### config.mk
export PLATFORM = sky130hd
export DESIGN_NAME = ext_pipe
export DESIGN_NICKNAME = d
export VERILOG_FILES = /design/src/rtl/ext_pipe.sv
export SDC_FILE = /design/constraint.sdc
export NUM_CORES = 1
export LEC_CHECK = 0
export CAP_MARGIN = 20
export CORE_MARGIN = 1
export CORE_UTILIZATION = 50
export DETAILED_ROUTE_END_ITERATION = 8
export HOLD_SLACK_MARGIN = 0.02
export PLACE_DENSITY_LB_ADDON = 0.15
export SLEW_MARGIN = 20
export SYNTH_ARGS = -nofsm -noshare
export SYNTH_HDL_FRONTEND = slang
export SYNTH_SLANG_ARGS = --single-unit
### constraint.sdc
create_clock -name clk -period 1.7 [get_ports clk]
set_input_delay 0.425 -clock clk [delete_from_list [all_inputs] [get_ports clk]]
set_output_delay 0.425 -clock clk [all_outputs]
set_load 0.01 [all_outputs]
### src/rtl/ext_pipe.sv
// Elastic sign/zero-extension stage: widens IN_W to OUT_W in one of four modes into a 2-entry FIFO.
// Optional completed-transfer counter on ext_cnt when EXT_CNT_EN is defined.
module ext_pipe #(
    parameter int IN_W  = 16,
    parameter int OUT_W = 32
) (
    input  logic             clk,
    input  logic             rst_n,
    input  logic             in_valid,
    output logic             in_ready,
    input  logic [IN_W-1:0]  in_data,
    input  logic [1:0]       in_mode,
    output logic             out_valid,
    input  logic             out_ready,
    output logic [OUT_W-1:0] out_data
`ifdef EXT_CNT_EN
    ,
    output logic [15:0]      ext_cnt
`endif
);

    localparam int PAD = OUT_W - IN_W;

    // Handshake: a transfer happens on a rising edge where valid & ready are both high.
    // in_ready depends only on occupancy, never on out_ready.
    logic [OUT_W-1:0] ext_val;
    logic [OUT_W-1:0] mem [2];
    logic [1:0]       count;
    logic             wr_ptr;
    logic             rd_ptr;
    logic             do_accept;
    logic             do_release;

    always_comb begin
        ext_val = '0;
        case (in_mode)
            2'b00:   ext_val = {{PAD{1'b0}}, in_data};
            2'b01:   ext_val = {{PAD{in_data[IN_W-1]}}, in_data};
            2'b10:   ext_val = {in_data, {PAD{1'b0}}};
            default: ext_val = {{PAD{1'b1}}, in_data};
        endcase
    end

    assign in_ready   = (count < 2'd2);
    assign out_valid  = (count != 2'd0);
    assign out_data   = mem[rd_ptr];
    assign do_accept  = in_valid & in_ready;
    assign do_release = out_valid & out_ready;

    // At count = 1 a simultaneous write lands in the other slot, which becomes the new head.
    always_ff @(posedge clk or negedge rst_n) begin
        if (!rst_n) begin
            mem[0] <= '0;
            mem[1] <= '0;
            wr_ptr <= 1'b0;
            rd_ptr <= 1'b0;
            count  <= 2'd0;
        end else begin
            if (do_accept) begin
                mem[wr_ptr] <= ext_val;
                wr_ptr      <= ~wr_ptr;
            end
            if (do_release) begin
                rd_ptr <= ~rd_ptr;
            end
            if (do_accept && !do_release) begin
                count <= count + 2'd1;
            end else if (!do_accept && do_release) begin
                count <= count - 2'd1;
            end
        end
    end

`ifdef EXT_CNT_EN
    always_ff @(posedge clk or negedge rst_n) begin
        if (!rst_n) begin
            ext_cnt <= 16'd0;
        end else if (do_release) begin
            ext_cnt <= ext_cnt + 16'd1;
        end
    end
`endif

endmodule

# Word level (Yosys, flattened, before mapping)
# Index checks and enable logic that the tools add are counted.
[totals] regBits=68 elab_cells=36 inputBits=22 output_inout_bits=34
[classes] n_mux=9 n_eq_ne=2 magnitude_cmp=4 add_sub_neg=2 bitwise_logic=6 reduce_logical=8
[op_table] op="32-bit two-way mux" n=4
[op_table] op="32-bit one-hot mux with 3 select lines" n=1
[op_table] op="64-bit bitwise mux" n=1
[op_table] op="32-bit demux with 1-bit select" n=1
[op_table] op="2-bit greater-or-equal comparator, second input constant" n=2
[op_table] op="2-bit two-way mux" n=2
[op_table] op="1-bit inverter with 2-bit output" n=2
[op_table] op="2-bit nonzero test" n=2
[op_table] op="1-bit logical AND" n=3
[op_table] op="2-bit by 1-bit adder with 2-bit output, second input constant" n=1
[op_table] op="1-bit bitwise AND" n=2
[op_table] op="2-bit by 1-bit == test with 1-bit output, second input constant" n=1
[op_table] op="2-bit == test, second input constant" n=1
[op_table] op="1-bit zero test" n=2
[op_table] op="2-bit zero test" n=1
[op_table] op="2-bit by 1-bit less-than comparator with 1-bit output, second input constant" n=1
[op_table] op="2-bit less-than comparator, second input constant" n=1
[op_table] op="1-bit inverter" n=2
[op_table] op="2-bit by 1-bit subtractor with 2-bit output, second input constant" n=1

# Logic depth before layout (Yosys ltp)
[logic_depth] depth_word=6 ltp_mapped=6 ltp_nobuf=6

# Worst setup path after synthesis
# OpenSTA, ideal clock, no wires.
[synth_timing] kind="register to output" from="reg rd_ptr" to="out out_data[22]" path_slack_ns=0.171 stages_incl_launch_ff=4 t_arrival_ns=1.104 path_buffers=2 required_ns=1.275 path_cell_list="dfrtp_1 clkbuf_1 buf_2 mux2_2"
[synth_between] elab_chain_cells=4
[synth_lines] element="start: declaration" line="30" text="logic rd_ptr;"
[synth_lines] element="start signal: assignment" line="64" text="rd_ptr <= ~rd_ptr;"
[synth_lines] element="1-bit inverter with 2-bit output (implied by the code)" line="46" text="assign out_data = mem[rd_ptr];"
[synth_lines] element="32-bit two-way mux (implied by the code) (3 in a row)" line="46"
[synth_lines] element="end: declaration" line="15" text="output logic [OUT_W-1:0] out_data"
# No other way between the ends. The select of a mux whose other input is x is not followed.

# Worst setup path in the final report
[layout_timing] from="reg rd_ptr" to="out out_data[26]"
# The elaborated chain is that of the path after synthesis.

==> results.md <==
- The final design utilization is 70.8%.
- The synthesized area per cell is 10.4 sq um.
- For this block, wires on met1 add up to 3290 um.
- Counting flops with an async set or reset pin after synthesis yields a share of 100%.
- Of all cell types, the one taking the most synthesized area is dfrtp_1.
- At the placement stage, the worst setup path has a slack of -0.267 ns.
- The routed length on met3 is 298 um.
- The clock insertion delay at the later pin of the skew report is 0.34 ns.
- The synthesized design devotes to its leading area cell type 55.6% of total area.
- Synthesis inferred 68 register bits.
- The width of the die is 80.2 um.
- The initial antenna violation count is 0.
- Routed signal wires occupy layers up through met4.
- The leakage power of the design is 2.02 nW.
- For the worst setup path, the data arrival time is 1.57 ns.
- The number of optimization iterations in the first detailed-route pass is 4.
- The peak supply drop is 1.15 mV.
- The floorplan step defined a core boundary enclosing 0.00592 sq mm.
- The cell count after placement is 426.
- The worst setup path is launched from a flip-flop.
- The total power density per cell area is 2020 mW/mm^2.
- Setup repair after global routing could not meet its margin everywhere.
- The worst path uses 118% of the clock period.
- The number of remaining DRC errors is 0.
- The effective utilization at floorplan is 51.6%.
- The maximum number of pins on one net before global-route repair is 69.
- The HPWL after detailed placement is 4500 um.
- The maximum cell stage delay along the critical path is 0.43 ns.
- The total chip power is 0.00847 W.
- The smallest clock period supported by the final layout is computed as 2.00 ns.
- In this design, the largest share of critical-path delay is due to buffers and inverters.
- The aggregate global-route resource usage is 23.7%.
- The clock tree synthesis step divided the H-tree into 3 levels.
- In the synthesized netlist, the number of instances is 295.
- The path class of the lowest-slack min-delay path is in2async.
- Relative to the synthesized area, the layout overhead comes to 37.1%.
- The count of different cell masters after synthesis is 26.
- The total of max-cap violations is 0.
- At the end of routability-driven placement, the weighted congestion stood at 0.758.
- The synthesized design contains 0 enable-type register cells.
- The Yosys warning count is 0.
- Counting both buffers and inverters, the worst setup path holds a total of 4.
- The number of nets handed over by synthesis was 318.
- The mapped netlist covers 0.00306 sq mm.
- The worst hold margin is 0.0989 ns.
- In the final layout, the share of cells above drive strength 1 is 33.5%.
- After clock tree synthesis, the flow added hold-fix buffers numbering 0.
- The share of the yosys chip area belonging to registers is 55.6%.
- The full die area is 0.00643 sq mm.
- Setup violations remaining at the end of the flow were counted as 32.
- The most frequent cell after synthesis is nand2_1.
- The category of the critical setup timing path is reg2out.
- The maximum clock frequency is 0.500 GHz.
- The flow ran to the end, but the final reports show violations.
- The number of global-route vias before repair was 2208.
- In this run the tool buffered the top-level ports with 55 buffer cells.
- In this run the worst path has a maximum fanout of 7.
- The final number of max-transition violations is 0.
- The final hold violation count is 0.
- The worst setup slack after layout is -0.299 ns.
- The final route contains 2334 vias.
- The total wire length after detailed routing is 6880 um.
- In this run the tightest slew margin relative to its limit is 75.8%.
- In this design, the critical path's most frequently occurring cell is buf_6.
- In the final design database the tool counted 397 nets.
- The checks that failed: negative setup slack.
- The number of clock buffers inserted by TritonCTS is 9.
- The library cell used as clock root buffer is clkbuf_8.
- The aggregate global routing overflow is 0.
- The kind of end point of the critical path is a primary output.
- The violation count after the first detailed-route iteration is 139.
- The number of routed nets with antenna violations is 0.
- The clock edge transition at the registers on the reported setup and hold paths is 0.06 ns.
- For this design, the sink count on the clock tree is 68.
- The die is 80.2 um tall.
- Clock skew on the completed layout was measured at 0.00436 ns.
- By area the synthesized netlist is led by dfrtp_1 (56%), mux2_2 (12%), nand2_1 (9.7%), o21ai_0 (5.1%), o21ai_1 (3.9%).
- The transition time at the pin with the least slew margin is 0.362 ns.
- Detailed routing placed a total of 3210 um of wire on met2.
- At the worst endpoint, the required time is 1.27 ns.
- The first global-routing pass estimated 11100 um of wire.
- The top-level port count is 56.
- The most instantiated flip-flop cell in the synthesis netlist is dfrtp_1.
- The number of standard cells in the final layout excluding fillers is 451.
- Walking the worst path, the cells encountered are buf_12 -> buf_8 -> buf_6 -> mux2_4 -> buf_6.
- The commonest cells after synthesis are nand2_1 (79), dfrtp_1 (68), mux2_2 (33).
- TritonCTS built the clock tree.
- The cell at the slowest stage of the critical path is dfrtp_2.
- The floorplan row count is 28.
- The number of buffers on the longest clock path is 2.
- After detailed routing, the average wire length per cell comes to 15.2 um.
- The antenna diode count is 0.
- Dividing the detail-routed via count by the number of cells gives 5.18.
==> stage by stage <==
stage	cell area, sq um	setup TNS, ns
6_report	4190	-6.61
5_1_grt	4190	-7.81
4_1_cts	4130	-6.43
3_5_place_dp	3790	-12.73
3_3_place_gp	3790	-11.61
2_1_floorplan	3060	0
==> path summary, 6_finish.rpt <==
| path | from | end | slack, ns | cells past startpoint |
|---|---|---|---|---|
| worst max-delay path | rd_ptr | out_data[26] | -0.30 | 5 |
| worst min-delay path | rst_n | mem[2] | 0.1 | 2 |
| worst max register to register | count[1] | mem[33] | 0.15 | 5 |
| worst min register to register | mem[2] | mem[2] | 0.48 | 2 |
| max in group asynchronous | rst_n | rd_ptr | 1.30 | 2 |
| min in group clk | mem[2] | mem[2] | 0.48 | 2 |
==> registers in the layout, summed over array words and instances (netlist names) <==
signal  count
mem        64
rd_ptr      1
count       2
wr_ptr      1
==> routing by layer <==
layer  vias up  GRT usage [%]
met5         -              0
met4         0           5.89
met3         7           7.16
met2        56           36.5
met1      1113           32.9
li1       1158              -
==> layout make-up <==
type / instances / area [sq um]
Fill cell: 449 / 1730
Sequential cell: 68 / 1700
Multi-Input combinational cell: 204 / 1260
Timing Repair Buffer: 90 / 991
Clock buffer: 9 / 124
Tap cell: 75 / 93.8
Clock inverter: 4 / 20.0
Inverter: 1 / 3.75
==> power by group <==
group,internal (W),switching (W),leakage [nW],total [W]
combinational,0.00272,0.00187,1.09,0.00459
sequential,0.00242,0.000410,0.851,0.00283
clock,0.000493,0.000564,0.0803,0.00106
total,0.00563,0.00285,2.02,0.00847
==> worst reg2reg max path, delay by kind of cell (launching register included) <==
family,cells,cell delay (ns)
simple gates,2,0.64
buf+inv,2,0.38
flops,1,0.37
compound gates,1,0.05
==> logic make-up (layout without fill, tap and decap cells) <==
family / count (synthesis) / in the layout / share of synthesized area (%)
muxes: 34 / 34 / 12.6
and+or+nand+nor: 85 / 85 / 11.0
AOI/OAI and AO/OA: 78 / 78 / 13.7
buffers and inverters: 23 / 104 / 4.87
xor gates and xnor gates: 5 / 5 / 1.43
adders and majority gates: 2 / 2 / 0.736
DFF: 68 / 68 / 55.6
==> what timing repair did <==
| item | CTS | global route |
|---|---|---|
| resized for setup | 174 | 12 |
| setup endpoints to repair | 34 | 34 |
| cloned | 3 | 0 |
| setup buffers | 7 | 3 |
==> cell usage in the layout (no fill, tap or decap), drive strengths merged, types with 2 or more instances in the layout <==
| master | count |
|---|---|
| buf | 68 |
| mux2 | 34 |
| dfrtp | 68 |
| nand2 | 79 |
| clkbuf | 10 |
| xnor2 | 3 |
| xor2 | 2 |
| clkinv | 4 |
| o21ai | 62 |
| clkdlybuf4s50 | 20 |
| a21oi | 15 |
No activity file was read; power rests on OpenSTA's default activity.
